$ cat src/rtl/fetch_ctrl_if.sv
// ---------------------------------------------------------------------------
// fetch_ctrl_if : bus bundle between the fetch sequencer, its instruction ROM,
//                 the branch unit (redirects) and decode.
//
// Signals
//   redirect_valid / redirect_pc : redirect request and target byte PC
//   rom_addr / rom_qout          : ROM word address and 1-cycle-late read data
//   out_valid / out_ready        : instruction handshake toward decode
//   out_pc / out_inst            : byte PC and instruction word toward decode
//
// Modports
//   master : the fetch sequencer (drives rom_addr and out_*)
//   slave  : the surroundings (ROM, branch unit, decode)
//
// Handshake: a transfer happens in every cycle where out_valid and out_ready
// are both 1 at the rising clock edge. While out_valid=1 and out_ready=0 the
// master keeps out_pc/out_inst stable. A redirect cancels the offer, so
// out_valid may drop without a transfer in that one case. out_ready may
// depend on nothing but decode's own state.
// ---------------------------------------------------------------------------
interface fetch_ctrl_if #(
  parameter int AWIDTH = 12,
  parameter int DWIDTH = 32
);
  logic              redirect_valid;
  logic [31:0]       redirect_pc;
  logic [AWIDTH-1:0] rom_addr;
  logic [DWIDTH-1:0] rom_qout;
  logic              out_valid;
  logic              out_ready;
  logic [31:0]       out_pc;
  logic [DWIDTH-1:0] out_inst;

  modport master (
    input  redirect_valid, redirect_pc, rom_qout, out_ready,
    output rom_addr, out_valid, out_pc, out_inst
  );

  modport slave (
    output redirect_valid, redirect_pc, rom_qout, out_ready,
    input  rom_addr, out_valid, out_pc, out_inst
  );
endinterface

$ cat src/rtl/fetch_ctrl.sv
// ---------------------------------------------------------------------------
// fetch_ctrl : instruction fetch sequencer for a ROM with a 1-cycle
//              synchronous read.
//
// It keeps the fetch PC, drives the ROM word address, tracks the read in
// flight and hands {pc, inst} to decode over a valid/ready handshake. A
// 1-entry hold buffer absorbs decode back-pressure so the ROM data of a
// stalled response is not lost. Redirects from the branch unit take priority
// over everything except reset.
//
// Ports
//   clk       : clock, all state updates on its rising edge
//   rst_n     : synchronous active-low reset
//   bus       : fetch_ctrl_if.master (redirect, ROM and decode signals)
//   stall_cnt : (only with FETCH_STALL_CNT_EN) cycles with out_valid=1 and
//               out_ready=0, wraps at 2^32, cleared only by reset
//
// Configuration macro
//   FETCH_STALL_CNT_EN : adds the stall_cnt output and its counter.
// ---------------------------------------------------------------------------
module fetch_ctrl #(
  parameter int          AWIDTH   = 12,
  parameter int          DWIDTH   = 32,
  parameter logic [31:0] RESET_PC = 32'h0000_0000
) (
  input  logic        clk,
  input  logic        rst_n,
  fetch_ctrl_if.master bus
`ifdef FETCH_STALL_CNT_EN
  ,
  output logic [31:0] stall_cnt
`endif
);

  // PCs are word aligned; the two low bits of any supplied PC are dropped.
  localparam logic [31:0] RESET_PC_AL = RESET_PC & ~32'd3;

  logic [31:0]       fetch_pc;
  logic              rsp_valid;
  logic [31:0]       rsp_pc;
  logic              hold_valid;
  logic [31:0]       hold_pc;
  logic [DWIDTH-1:0] hold_inst;

  logic [31:0]       redirect_al;
  logic              issue;

  assign redirect_al = bus.redirect_pc & ~32'd3;

  // The ROM samples the address at the edge, so a redirect target is put on
  // the address in the same cycle the redirect is requested; its data then
  // lines up with rsp_valid in the following cycle. PCs beyond the ROM simply
  // alias because only the word-address bits are forwarded.
  assign bus.rom_addr = bus.redirect_valid ? redirect_al[AWIDTH+1:2]
                                           : fetch_pc[AWIDTH+1:2];

  // A new read is started whenever the current offer is consumed, nothing is
  // being offered, or a redirect throws the current offer away.
  assign issue = bus.redirect_valid | bus.out_ready | ~(hold_valid | rsp_valid);

  // The hold buffer always holds the older instruction, so it wins the mux.
  always_comb begin
    bus.out_pc   = '0;
    bus.out_inst = '0;
    if (hold_valid) begin
      bus.out_pc   = hold_pc;
      bus.out_inst = hold_inst;
    end else if (rsp_valid) begin
      bus.out_pc   = rsp_pc;
      bus.out_inst = bus.rom_qout;
    end
  end

  assign bus.out_valid = (hold_valid | rsp_valid) & ~bus.redirect_valid;

  always_ff @(posedge clk) begin
    if (!rst_n) begin
      fetch_pc   <= RESET_PC_AL;
      rsp_valid  <= 1'b0;
      rsp_pc     <= '0;
      hold_valid <= 1'b0;
      hold_pc    <= '0;
      hold_inst  <= '0;
    end else if (bus.redirect_valid) begin
      // The read in flight and any held instruction belong to the wrong path.
      hold_valid <= 1'b0;
      rsp_valid  <= 1'b1;
      rsp_pc     <= redirect_al;
      fetch_pc   <= redirect_al + 32'd4;
    end else begin
      if (hold_valid) begin
        if (bus.out_ready) begin
          hold_valid <= 1'b0;
        end
      end else if (rsp_valid && !bus.out_ready) begin
        // ROM data is only valid for one cycle; park it before it is lost.
        hold_valid <= 1'b1;
        hold_pc    <= rsp_pc;
        hold_inst  <= bus.rom_qout;
      end

      if (issue) begin
        rsp_valid <= 1'b1;
        rsp_pc    <= fetch_pc;
        fetch_pc  <= fetch_pc + 32'd4;
      end else begin
        rsp_valid <= 1'b0;
      end
    end
  end

  // A stall moves the response into the hold buffer and suppresses the next
  // read, so both can never be occupied at once.
  hold_rsp_exclusive : assert property (
    @(posedge clk) disable iff (!rst_n) !(hold_valid && rsp_valid)
  );

`ifdef FETCH_STALL_CNT_EN
  always_ff @(posedge clk) begin
    if (!rst_n) begin
      stall_cnt <= '0;
    end else if (bus.out_valid && !bus.out_ready) begin
      stall_cnt <= stall_cnt + 32'd1;
    end
  end
`endif

endmodule

$ cat src/flat_wrapper.sv
// flat-port wrapper written by rule: the top's interface ports become plain ports
module fetch_ctrl_flat 
#(
  parameter int          AWIDTH   = 12,
  parameter int          DWIDTH   = 32,
  parameter logic [31:0] RESET_PC = 32'h0000_0000
)
  (clk, rst_n, bus_redirect_valid, bus_redirect_pc, bus_rom_qout, bus_out_ready, bus_rom_addr, bus_out_valid, bus_out_pc, bus_out_inst);
  fetch_ctrl_if #(.AWIDTH(AWIDTH), .DWIDTH(DWIDTH)) bus_i ();
  input  logic clk;
  input  logic rst_n;
  input wire logic [$bits(bus_i.redirect_valid)-1:0] bus_redirect_valid;
  input wire logic [$bits(bus_i.redirect_pc)-1:0] bus_redirect_pc;
  input wire logic [$bits(bus_i.rom_qout)-1:0] bus_rom_qout;
  input wire logic [$bits(bus_i.out_ready)-1:0] bus_out_ready;
  output wire logic [$bits(bus_i.rom_addr)-1:0] bus_rom_addr;
  output wire logic [$bits(bus_i.out_valid)-1:0] bus_out_valid;
  output wire logic [$bits(bus_i.out_pc)-1:0] bus_out_pc;
  output wire logic [$bits(bus_i.out_inst)-1:0] bus_out_inst;
  assign bus_i.redirect_valid = bus_redirect_valid;
  assign bus_i.redirect_pc = bus_redirect_pc;
  assign bus_i.rom_qout = bus_rom_qout;
  assign bus_i.out_ready = bus_out_ready;
  assign bus_rom_addr = bus_i.rom_addr;
  assign bus_out_valid = bus_i.out_valid;
  assign bus_out_pc = bus_i.out_pc;
  assign bus_out_inst = bus_i.out_inst;
  fetch_ctrl #(.AWIDTH(AWIDTH), .DWIDTH(DWIDTH), .RESET_PC(RESET_PC)) u_core (.clk(clk), .rst_n(rst_n), .bus(bus_i));
endmodule
$ cat config.mk
export PLATFORM = sky130hd
export DESIGN_NAME = fetch_ctrl_flat
export DESIGN_NICKNAME = d
export VERILOG_FILES = /design/src/rtl/fetch_ctrl_if.sv /design/src/rtl/fetch_ctrl.sv /design/src/flat_wrapper.sv
export SDC_FILE = /design/constraint.sdc
export NUM_CORES = 1
export LEC_CHECK = 0
export CORE_MARGIN = 5
export CORE_UTILIZATION = 30
export CTS_CLUSTER_DIAMETER = 30
export DETAILED_ROUTE_END_ITERATION = 8
export PLACE_DENSITY = 0.6
export SLEW_MARGIN = 15
export SYNTH_ARGS = -nofsm -noshare
export SYNTH_HDL_FRONTEND = slang
export SYNTH_SLANG_ARGS = --single-unit
$ cat constraint.sdc
create_clock -name clk -period 3.76 [get_ports clk]
set_input_delay 0.376 -clock clk [delete_from_list [all_inputs] [get_ports clk]]
set_output_delay 0.376 -clock clk [all_outputs]
set_load 0.005 [all_outputs]
======== After elaboration in Yosys (flattened, before gate mapping) ========
Cells that the tools add are included.
operators by class
  add/subtract/negate cells ............... 2
  multiplexer cells ....................... 14
  bitwise operators ....................... 8
  reductions and logical operators ........ 5
operators by type and width
  kind                                            number
  2-to-1 mux 32 bit                               8
  adder 32 x 3 -> 32 bit (second input constant)  2
  2-to-1 mux 12 bit                               1
  2-to-1 mux 1 bit                                5
  NOT 1 bit                                       4
  OR 1 bit                                        3
  AND reduction 3 bit                             1
  nonzero test 2 bit                              1
  OR reduction 2 bit                              1
  bitwise AND 1 bit                               1
  logical AND 1 bit                               1
  logical NOT 1 bit                               1
word-level totals
  register bits after elaboration ......... 130
  output and inout bits ................... 77

======== Logic depth before layout (Yosys ltp) ========
Gate-level depths: netlist (run 1).
  depth in word-level cells ............... 5
  gate-level depth with buffers ........... 12
  depth with buffers taken out ............ 8

======== Worst setup path before layout (run 1) ========
No wires, ideal clock.
  kind .................................... input-to-reg
  start ................................... in bus_redirect_valid
  end ..................................... reg u_core.fetch_pc[22]
  arrival ................................. 2.859 ns
  required time ........................... 3.688 ns
  slack ................................... 0.829 ns
  cell stages on the path ................. 12
  buffers on the path ..................... 4
  cell sequence ........................... buf_6 buf_2 buf_1 buf_1 mux2_2 ha_1 inv_1 a21oi_1 nand3_1 or2_2 a211oi_1 mux2i_1
on the way
  cells in the longest elaborated chain, start to end .. 3
  elaborated cells between the ends (all ways) .. 4
  classes of those cells .................. 1 x mux; 2 x bitwise; 1 x reduce/logical
RTL lines
  element                              RTL line            RTL
  start, declared                      flat_wrapper.sv:12  input wire logic [$bits(bus_i.redirect_valid)-1:0] bus_redirect_valid;
  OR 1 bit (2 in a row)                fetch_ctrl.sv:59    assign issue = bus.redirect_valid | bus.out_ready | ~(hold_valid | rsp_valid);
  nonzero test 2 bit (no source line)  --
  end signal, assigned                 fetch_ctrl.sv:89    fetch_pc <= redirect_al + 32'd4;
  end signal, assigned                 fetch_ctrl.sv:105   fetch_pc <= fetch_pc + 32'd4;
  end, declared                        fetch_ctrl.sv:38    logic [31:0] fetch_pc;
Parallel ways exist; a longest one is shown, timed or not.
A chain may end at the register's enable or synchronous reset.

======== Worst setup path after layout (run 1) ========
  start ................................... reg u_core.hold_valid
  end ..................................... out bus_out_inst[11]
on the way
  cells in the longest elaborated chain, start to end .. 1
RTL lines
  element                 RTL line            RTL
  start, declared         fetch_ctrl.sv:41    logic hold_valid;
  start signal, assigned  fetch_ctrl.sv:81    hold_valid <= 1'b0;
  start signal, assigned  fetch_ctrl.sv:86    hold_valid <= 1'b0;
  start signal, assigned  fetch_ctrl.sv:93    hold_valid <= 1'b0;
  2-to-1 mux 32 bit       fetch_ctrl.sv:65    if (hold_valid) begin
  end, declared           flat_wrapper.sv:19  output wire logic [$bits(bus_i.out_inst)-1:0] bus_out_inst;
Every way passes these cells.

==> results of run 1 <==
-- worst max-delay path, stage by stage, from the launching register on --
cell             delay [ns]
dfxtp_4                0.78
buf_4                  0.55
nand2_1                0.09
o21ai_0                0.13
clkdlybuf4s50_1        0.57
-- sequential cells by signal, indices dropped and copies added, names as in the netlist --
name               cells
u_core.hold_inst      32
u_core.fetch_pc       30
u_core.hold_pc        30
u_core.rsp_pc         30
u_core.hold_valid      1
u_core.rsp_valid       1
-- cell type report --
class	count	share of cell area, %
Clock inverter	10	2.131
Multi-Input combinational cell	713	42.06
Clock buffer	22	5.420
Tap cell	275	3.933
Sequential cell	124	28.43
Timing Repair Buffer	156	17.62
Inverter	9	0.4005
-- power by group --
part           total, mW  internal (mW)  switching, mW
Sequential          1.44           1.38         0.0637
Combinational      0.508          0.253          0.255
Clock               1.84           1.23          0.607
Total               3.79           2.86          0.925
-- worst paths after layout --
path	startpoint	endpoint	depth (start not counted)
worst max-delay path	u_core.hold_valid	bus_out_inst[11]	4
worst min-delay path	u_core.hold_inst[13]	u_core.hold_inst[13]	2
worst max register to register	u_core.hold_valid	u_core.fetch_pc[16]	5
worst min register to register	u_core.hold_inst[13]	u_core.hold_inst[13]	2
-- metrics by stage --
stage	instances	hold slack, ns	total power [mW]	setup WS, ns	area [sq um]
final	1309	0.4507	3.789	0.8062	8748
after global placement	1277	0.4418	1.978	0.9488	8088
after detailed placement	1277	0.4465	1.983	0.9574	8088
after CTS	1309	0.4544	3.840	0.7577	8748
after floorplan	914	0.4366	1.712	0.8294	6449
after global routing	1309	0.4678	3.952	0.6105	8748
-- layer usage --
metal	wire length (um)	GRT usage, %	part of all wire (%)	up-vias
met5	0	0	0	-
met4	257	5.000	1.3	0
met3	1085	3.623	5.6	17
met2	8347	23.26	43	162
met1	9774	22.24	50	2922
li1	-	-	-	3329
-- cell usage after synthesis (8+ instances only) --
cell type and number:
mux2_2 12, a211oi_1 18, nand2_1 291, nor2_1 61, clkbuf_1 53, mux2i_1 17, nand3_1 27, nor3_1 13
dfxtp_1 124, xnor2_1 8, nand3b_1 11, o21ai_0 83, a21oi_1 77, nand4_1 10
-- cell families after synthesis --
| group | count (synthesis) | share of synthesized area, % |
|---|---|---|
| compound gates | 219 | 19.53 |
| xor+xnor | 15 | 2.039 |
| fa+ha+maj | 1 | 0.1941 |
| buf+inv | 77 | 4.834 |
| mux | 29 | 4.737 |
| other cells | 1 | 0.05819 |
| flops | 124 | 38.52 |
| simple gates | 447 | 30.09 |
==> flow_summary.yaml, run 1 <==
run_status:
  status: "finished clean"
placement:
  hpwl_um: 13050
  place_congestion: 0.8563
  numPortBuffers: 140
global_route:
  grt_overflow: 0
  grt_start_max_net_pins: 101
  grt_pass1_wl_um: 31060
  gr-usage-all-layers_pct: 15.59
  first_global_vias: 5889
  grt_antenna_before_repair: 0
die:
  start_util_pct: 30.56
  core_sq_um: 21090
  die_h_um: 156.6
  io_pins: 145
  dieArea_sq_um: 24510
  rows: 53
  dieWidth_um: 156.6
clock_tree:
  cts_tree: "yes"
  cts_resized: 0
  postCtsHoldBufs: 0
  cts_htree_levels: 4
  clockRootBuffer: "clkbuf_16"
  path_clk_slew_ns: 0.06
  cts_buffer_depth: 2
  cts_setup_buffers: 0
  clock-sinks: 124
  numCtsBuffers: 17
  insertion_delay_ns: 0.42
critical_path:
  cp.arrival_ns: 2.58
  end_kind: "output port"
  timing_worst_setup_path_type: "flip-flop to output port"
  r2r_slack_ns: 1.39
  start_kind: "flip-flop"
  cp_data_required_time_ns: 3.38
  cp_max_fo: 72
flow_run:
  cap_violations: 0
synthesis:
  async_flop_share_pct: 0
  syn_inst: 913
  synth_edf_count: 0
  ys_types: 58
  ys_warn_count: 0
  yosysSeqAreaShare_pct: 38.52
  ys_ff_latch: 124
  ys.flop_type: "dfxtp_1"
  synth_area_leaders: "dfxtp_1 39%, nand2_1 17%, o21ai_0 6.4%"
  yosysTopAreaCellShare_pct: 38.52
  syn_area_sq_um: 6445
  syn_avg_cell_area_sq_um: 7.059
  synth_top_cell_by_area: "dfxtp_1"
timing:
  hold_viol_final: 0
  tightest_slew_ns: 0.8324
  max_slew_margin_pct: 44.20
  fmaxAchievable_ghz: 0.3386
  fin_crit_sh_pct: 78.56
  rsz0062_at_grt: "false"
  setup_viol: 0
  skew_ns: 0.009477
  finalMaxSlewViolations: 0
  setup_tns_ns: 0
  fin_crit_ns: 2.954
final_layout:
  multi_input_area_sq_um: 3680
  layout_commonest_cell: "nand2_1"
  drive_above_1_share_pct: 7.060
  fin_util_pct: 41.49
  ff_latch_area_sq_um: 2487
  area_delta_synth_final_pct: 35.74
  layout_common_cells: "291 x nand2_1, 139 x clkdlybuf4s50_1, 122 x dfxtp_1"
  antenna_cells: 0
  fill_cells: 2169
  final_net_count: 1090
route:
  wl_per_cell_um: 14.87
  drtIter0Drc: 423
  num_vias: 6430
  routed_wl_um: 19470
  viasPerCell: 4.912
  drc_errors: 0
  drtPass1Iterations: 5
  ant_nets: 0
min_path:
  hp-class: "flip-flop to flip-flop"
power_and_ir_drop:
  power_density_nw_per_um2: 433.1
  p_leak_nw: 3.110
  vdd_ir_drop_max_mv: 0.2727
No activity file was read; power rests on OpenSTA's default activity.
==> run 2: changes to the inputs <==
Settings changed: PLACE_DENSITY 0.6 to 0.62.
Clock period 3.76 ns to 2.7 ns, I/O delays scaled along.
==> flow_summary.yaml, run 2 (synthesis gave the netlist of run 1 again) <==
run_status:
  status: "finished clean"
final_layout:
  area_delta_synth_final_pct: 38.28
  antenna_cells: 0
  fin_util_pct: 42.26
  regMostFlops: "u_core.hold_inst"
  layout_common_cells: "291 x nand2_1, 139 x clkdlybuf4s50_1, 122 x dfxtp_1"
  final_net_count: 1104
  largest_reg_flops: 32
  layout_commonest_cell: "nand2_1"
  drive_above_1_share_pct: 8.302
placement:
  place_congestion: 0.8658
  numPortBuffers: 140
  hpwl_um: 13640
power_and_ir_drop:
  vdd_ir_drop_max_mv: 0.4184
  p_leak_nw: 3.210
  power_density_nw_per_um2: 600.2
die:
  dieWidth_um: 156.6
  dieArea_sq_um: 24510
  io_pins: 145
  core_sq_um: 21090
  rows: 53
  die_h_um: 156.6
  start_util_pct: 30.56
clock_tree:
  path_clk_slew_ns: 0.06
  clockRootBuffer: "clkbuf_16"
  clock-sinks: 124
  cts_buffer_depth: 2
  numCtsBuffers: 17
  cts_htree_levels: 4
  cts_tree: "yes"
  cts_setup_buffers: 0
  insertion_delay_ns: 0.42
  cts_resized: 0
  postCtsHoldBufs: 0
timing:
  max_slew_margin_pct: 56.10
  setup_tns_ns: 0
  finalMaxSlewViolations: 0
  fin_crit_ns: 2.473
  setup_viol: 0
  rsz0062_at_grt: "false"
  hold_viol_final: 0
  fmaxAchievable_ghz: 0.4043
  fin_crit_sh_pct: 91.60
  skew_ns: 0.007608
  tightest_slew_ns: 0.6560
route:
  num_vias: 6662
  drc_errors: 0
  ant_nets: 0
  drtIter0Drc: 509
  viasPerCell: 5.036
  drtPass1Iterations: 5
  routed_wl_um: 20130
  wl_per_cell_um: 15.21
global_route:
  first_global_vias: 5905
  gr-usage-all-layers_pct: 15.96
  grt_overflow: 0
  grt_start_max_net_pins: 94
  grt_pass1_wl_um: 31670
  grt_antenna_before_repair: 0
critical_path:
  cp_data_required_time_ns: 2.43
  cp_max_fo: 17
  end_kind: "output port"
  cp.arrival_ns: 2.20
  start_kind: "flip-flop"
  timing_worst_setup_path_type: "flip-flop to output port"
flow_run:
  cap_violations: 0
min_path:
  hp-class: "primary input to flip-flop"
-- run 2: final timing paths --
check                          start                   end  slack [ns]  cells after the start
setup / recovery    u_core.rsp_valid        bus_out_pc[28]        0.23                      4
hold reg to reg    u_core.hold_pc[9]     u_core.hold_pc[9]        0.45                      2
setup reg to reg  u_core.fetch_pc[2]   u_core.fetch_pc[20]        0.47                      8
hold / removal      bus_rom_qout[24]  u_core.hold_inst[24]        0.43                      3
-- run 2: stage by stage --
step	hold WS, ns	cell area [sq um]	instances	setup WS, ns	power (mW)
after floorplan	0.4060	6450	914	0.002452	2.384
after global placement	0.4417	8243	1291	0.1008	2.778
after detailed placement	0.4465	8243	1291	0.08096	2.786
after CTS	0.4064	8912	1323	0.1776	5.410
after global routing	0.4216	8912	1323	0.1308	5.577
final	0.4268	8912	1323	0.2267	5.349
-- run 2: routing by layer --
layer | GRT usage [%] | up-vias | share of wire (%) | routed length (um)
met4 | 3.967 | 0 | 1.1 | 226
met2 | 23.98 | 219 | 43 | 8702
met1 | 23.06 | 3057 | 49 | 9847
met3 | 3.789 | 18 | 6.7 | 1351
met5 | 0 | - | 0 | 0
li1 | - | 3368 | - | -
-- run 2: final cells by class --
cell class | instances | area [sq um]
Multi-Input combinational cell | 713 | 3680
Tap cell | 275 | 344.1
Timing Repair Buffer | 170 | 1697
Clock inverter | 9 | 181.4
Clock buffer | 23 | 488.0
Fill cell | 2119 | 12180
Inverter | 9 | 35.03
Sequential cell | 124 | 2487
-- run 2: worst max-delay path, cell delays in order (launching register included) --
cell and delay, ns:
dfxtp_2 0.51, buf_4 0.30, nand2_1 0.07, o21ai_0 0.31, clkdlybuf4s50_1 0.58
-- run 2: where the power goes --
group / switching (mW) / internal [mW]
combinational: 0.375 / 0.370
sequential: 0.0795 / 1.92
clock: 0.861 / 1.74
total: 1.32 / 4.03
